<file path="config.mk">
export PLATFORM = sky130hd
export DESIGN_NAME = bcd_scan_driver
export DESIGN_NICKNAME = d
export VERILOG_FILES = /design/src/rtl/bcd_scan_driver.sv
export SDC_FILE = /design/constraint.sdc
export NUM_CORES = 1
export LEC_CHECK = 0
export ABC_CLOCK_PERIOD_IN_PS = 3000
export CAP_MARGIN = 10
export CORE_MARGIN = 4
export CORE_UTILIZATION = 59
export CTS_CLUSTER_DIAMETER = 30
export CTS_CLUSTER_SIZE = 25
export DETAILED_ROUTE_END_ITERATION = 8
export MAX_ROUTING_LAYER = met4
export PLACE_DENSITY = 0.82
export REMOVE_ABC_BUFFERS = 1
export SYNTH_ARGS = -nofsm -noshare
export SYNTH_HDL_FRONTEND = slang
export SYNTH_SLANG_ARGS = --single-unit
</file>
<file path="constraint.sdc">
create_clock -name clk -period 3 [get_ports clk]
set_input_delay 0.6 -clock clk [delete_from_list [all_inputs] [get_ports clk]]
set_output_delay 0.6 -clock clk [all_outputs]
set_load 0.03 [all_outputs]
</file>
<file path="src/rtl/bcd_scan_driver.sv">
// bcd_scan_driver: binary -> BCD converter with a time-multiplexed digit scan.
//
// A load strobe captures bin_in. A sequential shift-add-3 (double-dabble) engine
// then converts it over BIN_W cycles. The result is committed atomically to a
// display register, which is scanned one digit at a time onto a 4-bit BCD bus.
//
// Optional build macro: BCD_SCAN_LZB_EN enables leading-zero blanking. Leading
// digits above the most-significant nonzero digit are stored as 4'hF at commit.
// Digit 0 is never blanked.
//
// Ports:
//   clk      system clock, rising edge
//   rst      asynchronous active-high reset
//   bin_in   unsigned binary value, sampled on load while idle
//   load     capture strobe, ignored while busy
//   busy     conversion in progress (BIN_W+1 cycles)
//   ovf      committed value exceeded 10^NUM_DIG-1; all digits read 4'hF
//   bcd_out  BCD digit of the currently enabled position
//   an       active-low one-hot digit enables; bit 0 = rightmost digit
module bcd_scan_driver #(
    parameter int unsigned NUM_DIG     = 4,
    parameter int unsigned BIN_W       = 14,
    parameter int unsigned REFRESH_DIV = 100000
) (
    input  logic               clk,
    input  logic               rst,
    input  logic [BIN_W-1:0]   bin_in,
    input  logic               load,
    output logic               busy,
    output logic               ovf,
    output logic [3:0]         bcd_out,
    output logic [NUM_DIG-1:0] an
);

    localparam int unsigned SW    = 4 * NUM_DIG;
    localparam int unsigned SC_W  = (BIN_W > 1) ? $clog2(BIN_W) : 1;
    localparam int unsigned CNT_W = (REFRESH_DIV > 1) ? $clog2(REFRESH_DIV) : 1;
    localparam int unsigned IDX_W = (NUM_DIG > 1) ? $clog2(NUM_DIG) : 1;
    localparam logic [63:0] MAX_VAL = 64'(10 ** NUM_DIG) - 64'd1;

    typedef enum logic [1:0] {IDLE, SHIFT, COMMIT} state_t;

    state_t                    state;
    logic [BIN_W-1:0]          bin_sr;
    logic [NUM_DIG-1:0][3:0]   scr;
    logic [SC_W-1:0]           shift_cnt;
    logic                      ovf_pend;
    logic [NUM_DIG-1:0][3:0]   disp;
    logic [CNT_W-1:0]          refresh;
    logic [IDX_W-1:0]          idx;

    logic [NUM_DIG-1:0][3:0]   scr_adj;
    logic [SW-1:0]             adj_flat;
    logic [NUM_DIG-1:0][3:0]   commit_dig;
    logic [NUM_DIG-1:0][3:0]   disp_nxt;
    logic [CNT_W-1:0]          ref_nxt;
    logic [IDX_W-1:0]          idx_nxt;
    logic                      ref_tc;
`ifdef BCD_SCAN_LZB_EN
    logic                      lead;
`endif

    // Add-3 correction applied to every scratch digit before the shift
    always_comb begin
        scr_adj = scr;
        for (int i = 0; i < int'(NUM_DIG); i++) begin
            if (scr[i] >= 4'd5) begin
                scr_adj[i] = scr[i] + 4'd3;
            end
        end
        adj_flat = scr_adj;
    end

    // Value written to the display register at COMMIT
    always_comb begin
        commit_dig = scr;
`ifdef BCD_SCAN_LZB_EN
        lead = 1'b1;
        for (int i = int'(NUM_DIG) - 1; i >= 1; i--) begin
            if (scr[i] != 4'd0) begin
                lead = 1'b0;
            end
            if (lead) begin
                commit_dig[i] = 4'hF;
            end
        end
`endif
        if (ovf_pend) begin
            commit_dig = '1;
        end
    end

    // Next scan position and display contents; the output registers load from
    // these so a commit and an index change land in the same cycle
    always_comb begin
        ref_tc  = (refresh == CNT_W'(REFRESH_DIV - 1));
        ref_nxt = ref_tc ? '0 : refresh + CNT_W'(1);
        idx_nxt = idx;
        if (ref_tc) begin
            idx_nxt = (idx == IDX_W'(NUM_DIG - 1)) ? '0 : idx + IDX_W'(1);
        end
        disp_nxt = (state == COMMIT) ? commit_dig : disp;
    end

    // Conversion FSM, scan counters and registered outputs
    always_ff @(posedge clk or posedge rst) begin
        if (rst) begin
            state     <= IDLE;
            bin_sr    <= '0;
            scr       <= '0;
            shift_cnt <= '0;
            ovf_pend  <= 1'b0;
            disp      <= '0;
            refresh   <= '0;
            idx       <= '0;
            busy      <= 1'b0;
            ovf       <= 1'b0;
            an        <= ~NUM_DIG'(1);
            bcd_out   <= 4'h0;
        end else begin
            refresh <= ref_nxt;
            idx     <= idx_nxt;
            disp    <= disp_nxt;
            an      <= ~(NUM_DIG'(1) << idx_nxt);
            bcd_out <= disp_nxt[idx_nxt];

            case (state)
                IDLE: begin
                    if (load) begin
                        bin_sr    <= bin_in;
                        scr       <= '0;
                        shift_cnt <= '0;
                        ovf_pend  <= (64'(bin_in) > MAX_VAL);
                        busy      <= 1'b1;
                        state     <= SHIFT;
                    end
                end
                SHIFT: begin
                    // Bits shifted out above the scratch width are dropped
                    scr       <= SW'({adj_flat, bin_sr[BIN_W-1]});
                    bin_sr    <= bin_sr << 1;
                    shift_cnt <= shift_cnt + SC_W'(1);
                    if (shift_cnt == SC_W'(BIN_W - 1)) begin
                        state <= COMMIT;
                    end
                end
                COMMIT: begin
                    ovf   <= ovf_pend;
                    busy  <= 1'b0;
                    state <= IDLE;
                end
                default: begin
                    state <= IDLE;
                end
            endcase
        end
    end

endmodule

</file>
==> reports/qor.yml, run 1 <==
critical_path:
  critical_path_depth: 5
  crit_slowest_cell: "dfrtp_1"
  cp_data_arrival_time_ns: 2.60
  startpoint_type: "register"
  path_cells: "ha_1, nor2_2, mux4_2, mux2i_1, mux2i_1"
  ff2ff_path_depth: 5
  crit_buf_inv: 0
  cpPeakStageDelay_ns: 0.59
  end_kind: "register"
  crit_top_cell: "mux2i_1"
  crit_fanout: 12
  critPathKind: "register to register"
  cp_data_required_time_ns: 3.25
  cp_top_family: "multiplexers"
place:
  dp_hpwl_microns: 6100
  gp_congestion: 0.847
  portBuffers: 26
drt:
  viasPerCell: 5.92
  routed_wl_microns: 8770
  route.met3.wl_microns: 319
  wl_met1_microns: 3980
  drtIter0Drc: 185
  firstDrtPassIters: 5
  avgRoutedWirePerCell_microns: 16.6
  num_vias: 3128
  wl_met2_microns: 4370
  top_layer: "met4"
  drc: 0
  postRouteAntennaNets: 0
die:
  core_sq_um: 7210
  die_area_sq_um: 8820
  dieWidth_microns: 93.9
  start_util_pct: 60.3
  ios: 27
  fp-row-count: 31
  chipHeight_microns: 93.9
sta:
  finalSetupViolCount: 0
  rsz0062_at_grt: "no"
  slew_viol_final: 0
  clock.fmax_ghz: 0.425
  period_needed_ns: 2.35
  tns_ns: 0
  hold_viol: 0
  tightest_slew_ns: 0.689
  relSlewSlack_pct: 54.1
  period_share_pct: 78.4
  clock_skew_ns: 0.00908
cts:
  tritoncts: "built"
  cts.sinks: 82
  numCtsBuffers: 9
  cts.repair.resized: 0
  cts-root-buf: "clkbuf_8"
  clock_path_buffers: 2
  cts_max_level: 3
  post-cts-setup-buffer-count: 0
  cts_hold_buf: 0
  clock_latency_ns: 0.36
  clk_pin_slew_ns: 0.09
synthesis:
  ys_warn_count: 0
  ys_ff_latch: 82
  synth_cells: 399
  yosys.cell_types.count: 54
  avgSynthCellArea_sq_um: 10.9
  synth.cell_area_sq_um: 4350
  ys_seq_area_share_pct: 47.2
global_routing:
  globalRouteOverflowTotal: 0
  grt_start_max_net_pins: 38
  grt_pass1_wl_microns: 15100
  globalRouteTotalUtil_pct: 22.4
  grt_pass1_vias: 3137
  antenna_found_initial: 0
power_and_ir_drop:
  leakagePower_nw: 2.18
  totalPowerFinal_mw: 4.22
  power_density_nw_per_um2: 851
  max-vdd-ir-drop_mv: 0.569
hold_path:
  hp-class: "register to register"
  hold_depth: 2
layout:
  fillers: 562
  diodes: 0
  area_delta_synth_final_pct: 13.8
  layout-drive-gt1-share_pct: 18.2
  fin_nets: 453
run_status:
  status: "complete, no violations"
flow_run:
  cap_violations: 0
## per-layer routing
layer,GRT usage [%],vias up
met5,-,-
met4,6.38,0
met3,4.65,9
met2,35.1,55
met1,29.7,1563
li1,-,1501
## final timing paths
check	start	endpoint	slack, ns
min	bin_sr[2]$_DFFE_PP0P_	bin_sr[2]$_DFFE_PP0P_	0.48
min in group asynchronous	rst	bin_sr[5]$_DFFE_PP0P_	0.62
max in group asynchronous	rst	an[2]$_DFF_PP1_	1.65
min reg2reg	bin_sr[2]$_DFFE_PP0P_	bin_sr[2]$_DFFE_PP0P_	0.48
max reg2reg	idx[1]$_DFF_PP0_	bcd_out[1]$_DFF_PP0_	0.65
max	idx[1]$_DFF_PP0_	bcd_out[1]$_DFF_PP0_	0.65
## layout by cell type, fill, tap and decap left out, drive strengths merged, types with 8 or more instances in the layout
| cell | n |
|---|---|
| dfrtp | 79 |
| clkdlybuf4s50 | 26 |
| o21ai | 24 |
| nand2 | 22 |
| inv | 22 |
| nor2 | 21 |
| a21oi | 17 |
| mux2i | 16 |
| mux2 | 15 |
| or2 | 14 |
| and2 | 12 |
| a31oi | 12 |
| mux4 | 12 |
| ha | 12 |
| xnor2 | 10 |
| nand3 | 10 |
| clkbuf | 9 |
| o22ai | 8 |
| xor2 | 8 |
| buf | 8 |
## final cells by class
class	instances	area (sq um)	area share, %
Timing Repair Buffer	34	333	6.72
Multi-Input combinational cell	275	2130	43.1
Sequential cell	82	2060	41.5
Clock inverter	7	101	2.05
Clock buffer	9	124	2.50
Inverter	22	83.8	1.69
Tap cell	99	124	2.50
## registers in the layout, summed over array words and instances (netlist names), 2 cells and up
register,flops
disp,16
scr,16
an,4
refresh,17
state,2
bin_sr,14
idx,2
bcd_out,4
shift_cnt,4
## cell usage after synthesis, drive strengths merged
cell type,instances,area [sq um]
clkbuf,14,52.6
a32oi,2,17.5
mux4,12,270
nand2b,6,37.5
nor4,5,52.6
dfrtp,79,1980
o31ai,5,37.5
a21oi,17,85.1
mux2i,16,160
clkinv,1,3.75
a21o,1,7.51
xnor2,10,87.6
a32o,4,40.0
or3,2,12.5
inv,21,78.8
a2111oi,4,35.0
o311ai,1,8.76
or4,3,30.0
and4bb,1,12.5
a22o,4,35.0
o22ai,8,50.1
nor4b,4,35.0
or2,14,87.6
mux2,15,169
xor2,8,70.1
o21a,1,7.51
nor3,4,20.0
o32ai,1,8.76
nor2b,1,6.26
o21ai,24,120
o41a,1,11.3
and3,2,12.5
nand3b,1,7.51
ha,12,150
nand2,22,82.6
and2,12,75.1
nor2,21,81.3
a31oi,12,75.1
nand4,2,12.5
nand3,10,67.6
a211oi,4,30.0
dfstp,3,78.8
or3b,1,8.76
buf,6,28.8
nor3b,2,15.0
## per-stage QoR
step | setup slack, ns | util [%] | area [sq um] | hold slack [ns] | cells
2_1_floorplan | 0.297 | - | 4270 | 0.442 | 379
3_3_place_gp | 0.764 | 65.6 | 4730 | 0.453 | 512
3_5_place_dp | 0.659 | 65.6 | 4730 | 0.466 | 512
4_1_cts | 0.599 | 68.7 | 4950 | 0.483 | 528
5_1_grt | 0.457 | 68.7 | 4950 | 0.510 | 528
6_report | 0.647 | 68.7 | 4950 | 0.481 | 528
## logic make-up (layout without fill, tap and decap cells)
group / Yosys count / count (layout) / synth area share, %
and+or+nand+nor: 113 / 113 / 15.1
muxes: 43 / 43 / 13.8
AOI/OAI and AO/OA: 89 / 89 / 13.1
buffers and inverters: 42 / 72 / 3.77
xor gates and xnor gates: 18 / 18 / 3.62
adders and majority gates: 12 / 12 / 3.45
DFF: 82 / 82 / 47.2
## worst min-delay path, cell delays in order, from the launching register on
cell,delay (ns)
dfrtp_1,0.35
nand2_1,0.04
o21ai_0,0.06
## power breakdown
| group | internal, mW | switching, mW |
|---|---|---|
| Sequential | 1.43 | 0.305 |
| Combinational | 0.772 | 0.804 |
| Clock | 0.476 | 0.429 |
Note: power is estimated with default switching activity, not from simulation.
==> run 2: changes to the inputs <==
--- a/config.mk
+++ b/config.mk
@@ -5,7 +5,7 @@
 export SDC_FILE = /design/constraint.sdc
 export NUM_CORES = 1
 export LEC_CHECK = 0
-export ABC_CLOCK_PERIOD_IN_PS = 3000
+export ABC_CLOCK_PERIOD_IN_PS = 2170
 export CAP_MARGIN = 10
 export CORE_MARGIN = 4
 export CORE_UTILIZATION = 59
==> constraint.sdc (replaced) <==
create_clock -name clk -period 2.17 [get_ports clk]
set_input_delay 0.434 -clock clk [delete_from_list [all_inputs] [get_ports clk]]
set_output_delay 0.434 -clock clk [all_outputs]
set_load 0.03 [all_outputs]
==> reports/qor.yml, run 2 (same netlist as run 1, synthesis figures left out) <==
run_status:
  status: "complete, no violations"
drt:
  route.met3.wl_microns: 263  # -18%
  drc: 0  # unchanged
  top_layer: "met4"
  viasPerCell: 5.91  # -0.17%
  drtIter0Drc: 171  # -7.6%
  num_vias: 3164  # +1.2%
  firstDrtPassIters: 4  # -1
  wl_met2_microns: 4500  # +3.0%
  routed_wl_microns: 8630  # -1.6%
  wl_met1_microns: 3780  # -5.1%
  postRouteAntennaNets: 0  # unchanged
  avgRoutedWirePerCell_microns: 16.1  # -2.9%
critical_path:
  cp_data_required_time_ns: 1.74  # -1.51 ns
  cp_top_family: "buffers and inverters"
  cpPeakStageDelay_ns: 0.66  # +0.07 ns
  critPathKind: "register to primary output"
  crit_fanout: 1  # -11
  startpoint_type: "register"
  crit_buf_inv: 1  # +1
  crit_slowest_cell: "clkdlybuf4s50_1"
  reg2reg_slack_ns: 0.22  # -0.43 ns
  reg2reg_from: "refresh[0]$_DFF_PP0_"
  critical_path_depth: 1  # -4
  ff2ff_path_depth: 5  # unchanged
  end_kind: "primary output"
  reg2reg_to: "refresh[16]$_DFF_PP0_"
  cp_data_arrival_time_ns: 1.52  # -1.08 ns
  path_cells: "clkdlybuf4s50_1"
cts:
  post-cts-setup-buffer-count: 0  # unchanged
  cts_max_level: 3  # unchanged
  clock_path_buffers: 2  # unchanged
  tritoncts: "built"
  cts-root-buf: "clkbuf_8"
  numCtsBuffers: 9  # unchanged
  clk_pin_slew_ns: 0.09  # about the same
  cts.sinks: 82  # unchanged
  cts.repair.resized: 0  # unchanged
  cts_hold_buf: 0  # unchanged
  clock_latency_ns: 0.35  # about the same
sta:
  relSlewSlack_pct: 58.5  # +4.4 points
  finalSetupViolCount: 0  # unchanged
  period_share_pct: 89.9
  clock.fmax_ghz: 0.512
  clock_skew_ns: 0.0165  # +0.00738 ns
  period_needed_ns: 1.95
  hold_viol: 0  # unchanged
  tightest_slew_ns: 0.614  # -0.0745 ns
  rsz0062_at_grt: "no"
  worst_slack_ns: 0.218  # -0.429 ns
  slew_viol_final: 0  # unchanged
hold_path:
  hold_end: "bin_sr[3]$_DFFE_PP0P_"
  hold_depth: 2  # unchanged
  hp-start: "bin_sr[3]$_DFFE_PP0P_"
  hp-class: "register to register"
layout:
  fillers: 541  # -3.7%
  largest_registers: "refresh: 17 flops, disp: 16 flops, scr: 16 flops"
  largest_reg_flops: 17  # unchanged
  layout-drive-gt1-share_pct: 18.8  # +0.63 points
  regMostFlops: "refresh"
  area_delta_synth_final_pct: 15.4
  layoutNonFillerInstCount: 535  # +1.3%
  final_common_cell: "dfrtp_1"
  fin_nets: 460  # +1.5%
  diodes: 0  # unchanged
  layout_common_cells: "dfrtp_1, clkdlybuf4s50_1, o21ai_0"
place:
  gp_congestion: 0.864  # +2.0%
  portBuffers: 26  # unchanged
  post-place-ws_ns: 0.239  # -0.421 ns
  placed_cells_incl_taps: 519  # +1.4%
  dp_hpwl_microns: 6050  # -0.91%
die:
  start_util_pct: 60.3  # unchanged
  ios: 27  # unchanged
  dieWidth_microns: 93.9  # unchanged
  chipHeight_microns: 93.9  # unchanged
  fp-row-count: 31  # unchanged
  core_sq_um: 7210  # unchanged
  die_area_sq_um: 8820  # unchanged
global_routing:
  globalRouteTotalUtil_pct: 22.4  # +0.057 points
  grt_pass1_vias: 3205  # +2.2%
  antenna_found_initial: 0  # unchanged
  globalRouteOverflowTotal: 0  # unchanged
  grt_pass1_wl_microns: 15200  # +0.41%
  grt_start_max_net_pins: 83  # +120%
power_and_ir_drop:
  leakagePower_nw: 2.23  # +2.2%
  power_density_nw_per_um2: 1160  # +36%
  max-vdd-ir-drop_mv: 0.929  # +63%
flow_run:
  cap_violations: 0  # unchanged
[run 2: where the power goes]
part	internal [mW]	switching [mW]
logic	1.10	1.18
clock network	0.647	0.522
registers	1.98	0.376
total	3.73	2.08
[run 2: area by class of cell]
type                       instances  area [sq um]  area share (%)
inverter                          22          83.8            1.67
clock inverter                     4          70.1            1.39
sequential                        82          2060            40.9
clock buffer                      12           135            2.69
multi-input combinational        275          2130            42.5
timing repair buffer              41           423            8.42
tap                               99           124            2.47
[run 2: worst max path at each step]
stage,start,end,slack [ns]
final,an[3]$_DFF_PP1_,an[3],0.22
after global routing,refresh[0]$_DFF_PP0_,refresh[16]$_DFF_PP0_,0.11
after CTS,an[2]$_DFF_PP1_,an[2],0.20
after detailed placement,refresh[0]$_DFF_PP0_,refresh[16]$_DFF_PP0_,0.24
after global placement,bin_in[7],ovf_pend$_DFFE_PP0P_,0.29
after floorplan,rst,an[0]$_DFF_PP0_,-0.37
[run 2: layer usage]
metal / up-vias / global-route usage [%]
met5: - / -
met4: 0 / 7.34
met3: 9 / 4.41
met2: 49 / 36.0
met1: 1586 / 28.8
li1: 1520 / -
[run 2: per-stage QoR]
step                      hold WS (ns)  setup TNS, ns  util [%]  power [mW]  instance area, sq um
after floorplan                  0.442         -29.15         -        3.93                  4270
after global placement           0.455              0      66.8        4.51                  4820
after detailed placement         0.467              0      66.8        4.64                  4820
after CTS                        0.486              0      69.6        5.84                  5020
after global routing             0.505              0      69.6        6.23                  5020
final                            0.487              0      69.6        5.81                  5020
==> run 3: changes to the inputs <==
--- a/config.mk
+++ b/config.mk
@@ -5,6 +5,7 @@
 export SDC_FILE = /design/constraint.sdc
 export NUM_CORES = 1
 export LEC_CHECK = 0
+export ABC_AREA = 1
 export ABC_CLOCK_PERIOD_IN_PS = 2170
 export CAP_MARGIN = 10
 export CORE_MARGIN = 4
@@ -13,7 +14,8 @@
 export CTS_CLUSTER_SIZE = 25
 export DETAILED_ROUTE_END_ITERATION = 8
 export MAX_ROUTING_LAYER = met4
-export PLACE_DENSITY = 0.82
+export PLACE_DENSITY = 0.83
+export RECOVER_POWER = 100
 export REMOVE_ABC_BUFFERS = 1
 export SYNTH_ARGS = -nofsm -noshare
 export SYNTH_HDL_FRONTEND = slang
==> reports/qor.yml, run 3 <==
run_status:
  status: "complete, no violations"
power_and_ir_drop:
  power_density_nw_per_um2: 1170  # +1.2%
  clock_power_share_pct: 21.1  # +1.0 points
  p_int_mw: 3.24  # -13%
  leakagePower_nw: 2.11  # -5.4%
  p_seq_share_pct: 42.3  # +1.7 points
  p_switching_mw: 2.06  # -1.0%
  comb_power_share_pct: 36.6  # -2.7 points
  totalPowerFinal_mw: 5.30  # -8.8%
  max-vdd-ir-drop_mv: 0.884  # -4.9%
  swShare_pct: 38.8  # +3.1 points
layout:
  fin_util_pct: 70.1  # +0.42 points
  design_area_sq_um: 4530  # -9.9%
  area_delta_synth_final_pct: 13.1
  largest_registers: "refresh: 17 flops, disp: 16 flops, scr: 16 flops"
  layoutNonFillerInstCount: 578  # +8.0%
  layout_common_cells: "nand2_1, dfrtp_1, inv_1"
  final_common_cell: "nand2_1"
  regMostFlops: "refresh"
  diodes: 0  # unchanged
  largest_reg_flops: 17  # unchanged
  fin_nets: 525  # +14%
  layout-drive-gt1-share_pct: 9.38  # -9.4 points
cts:
  clock_path_buffers: 2  # unchanged
  tritoncts: "built"
  cts_max_level: 3  # unchanged
  cts.repair.resized: 0  # unchanged
  clock_latency_ns: 0.36  # about the same
  cts_hold_buf: 0  # unchanged
  cts.sinks: 82  # unchanged
  post-cts-setup-buffer-count: 0  # unchanged
  cts-root-buf: "clkbuf_8"
  clk_pin_slew_ns: 0.09  # about the same
  numCtsBuffers: 9  # unchanged
drt:
  drc: 0  # unchanged
  firstDrtPassIters: 6  # +2
  routed_wl_microns: 8080  # -6.4%
  viasPerCell: 5.59  # -5.5%
  postRouteAntennaNets: 0  # unchanged
  num_vias: 3230  # +2.1%
  drtIter0Drc: 275  # +61%
  avgRoutedWirePerCell_microns: 14.0  # -13%
synthesis:
  yosys.area_share.adder_pct: 3.75  # +0.30 points
  ys.flop_type: "dfrtp_1"
  yosys.cell_types.count: 35  # -35%
  synth_top_family_by_area: "simple AND/OR/NAND/NOR gates"
  ys_warn_count: 0  # unchanged
  synth_commonest_cells: "nand2_1, dfrtp_1, inv_1"
  synth-async-reset-ratio_pct: 100  # unchanged
  synth_cells: 463  # +16%
  yosysTopAreaCellShare_pct: 49.4  # +4.0 points
  synth_most_common_cell: "nand2_1"
  synth_edf_count: 0  # unchanged
  synthMuxAreaShare_pct: 0.250  # -14 points
  ys_ff_latch: 82  # unchanged
  synth-xor-area-share_pct: 1.09  # -2.5 points
  synth-simple-area-share_pct: 23.3  # +8.2 points
  ys_top_cells_by_area: "dfrtp_1, nand2_1, inv_1"
  synth_top_area_cell: "dfrtp_1"
  ys_seq_area_share_pct: 51.4  # +4.1 points
  synth.cell_area_sq_um: 4000  # -8.1%
  synth-compound-area-share_pct: 12.5  # -0.60 points
  avgSynthCellArea_sq_um: 8.64  # -21%
die:
  chipHeight_microns: 90.4  # -3.8%
  fp-row-count: 29  # -6.5%
  die_area_sq_um: 8160  # -7.4%
  core_sq_um: 6460  # -10%
  dieWidth_microns: 90.4  # -3.8%
  start_util_pct: 62.0  # +1.6 points
  ios: 27  # unchanged
critical_path:
  cpPeakStageDelay_ns: 0.73  # +0.07 ns
  path_cells: "dlygate4sd3_1"
  cp_data_required_time_ns: 1.74  # about the same
  crit_slowest_cell: "dlygate4sd3_1"
  critPathKind: "register to primary output"
  crit_fanout: 1  # unchanged
  critPathLaunch: "an[2]$_DFF_PP1_"
  cp_top_family: "buffers and inverters"
  cp_data_arrival_time_ns: 1.61  # +0.09 ns
  crit_buf_inv: 1  # unchanged
  end_kind: "primary output"
  reg2reg_from: "refresh[0]$_DFF_PP0_"
  startpoint_type: "register"
global_routing:
  grt_pass1_vias: 3113  # -2.9%
  grt_start_max_net_pins: 47  # -43%
  globalRouteOverflowTotal: 0  # unchanged
  globalRouteTotalUtil_pct: 21.6  # -0.81 points
  antenna_found_initial: 0  # unchanged
  grt_pass1_wl_microns: 13900  # -8.6%
place:
  dp_hpwl_microns: 5750  # -4.9%
  placed_cells_incl_taps: 562  # +8.3%
  portBuffers: 26  # unchanged
  gp_congestion: 0.904  # +4.6%
  placed_area_sq_um: 4370  # -9.4%
  post-place-ws_ns: 0.220  # -0.0186 ns
hold_path:
  hp-start: "refresh[0]$_DFF_PP0_"
  hp-class: "register to register"
sta:
  hold_viol: 0  # unchanged
  period_share_pct: 94.3  # +4.4 points
  rsz0062_at_grt: "no"
  slew_viol_final: 0  # unchanged
  relSlewSlack_pct: 26.6  # -32 points
  holdWs_ns: 0.477  # -0.00959 ns
  finalSetupViolCount: 0  # unchanged
  clock_skew_ns: 0.0124  # -0.00409 ns
  tns_ns: 0  # unchanged
  worst_slack_ns: 0.124  # -0.0948 ns
  tightest_slew_ns: 1.10  # +0.487 ns
  clock.fmax_ghz: 0.489  # -4.6%
  period_needed_ns: 2.05  # +0.0948 ns
flow_run:
  cap_violations: 0  # unchanged
==> run 3: power groups by stage <==
| stage | Clock, mW | Combinational [mW] | Sequential [mW] |
|---|---|---|---|
| final | 1.12 | 1.94 | 2.24 |
| after global routing | 1.22 | 2.20 | 2.29 |
| after CTS | 1.14 | 1.99 | 2.24 |
| after detailed placement | 0 | 1.95 | 2.26 |
| after global placement | 0 | 1.85 | 2.25 |
| after floorplan | 0 | 1.37 | 2.28 |
==> run 3: cell type report <==
class,instances,area [sq um]
Tap cell,77,96.3
Fill cell,512,1930
Sequential cell,82,2060
Clock inverter,7,78.8
Clock buffer,9,124
Inverter,71,268
Multi-Input combinational cell,301,1620
Timing Repair Buffer,31,285
==> run 3: worst paths after layout <==
path | depth (start not counted) | to | slack, ns
worst min register to register | 1 | refresh[0]$_DFF_PP0_ | 0.48
min in group asynchronous | 3 | refresh[0]$_DFF_PP0_ | 0.82
max in group asynchronous | 3 | scr[6]$_DFFE_PP0P_ | 0.58
worst max-delay path | 1 | an[2] | 0.12
worst min-delay path | 1 | refresh[0]$_DFF_PP0_ | 0.48
worst max register to register | 8 | refresh[16]$_DFF_PP0_ | 0.29
==> run 3: metal layers <==
metal	up-vias	track usage, %	part of all wire [%]
li1	1569	-	-
met1	1561	26.9	43
met2	82	34.2	50
met3	18	4.50	4.6
met4	0	9.57	2.1
met5	-	-	0
==> run 3: cells by family (layout without fill, tap and decap cells) <==
family                     after synthesis  in the layout
and+or+nand+nor                        195            195
AOI/OAI and AO/OA                       88             88
DFF                                     82             82
buffers and inverters                   80            118
adders and majority gates               12             12
xor gates and xnor gates                 5              5
muxes                                    1              1
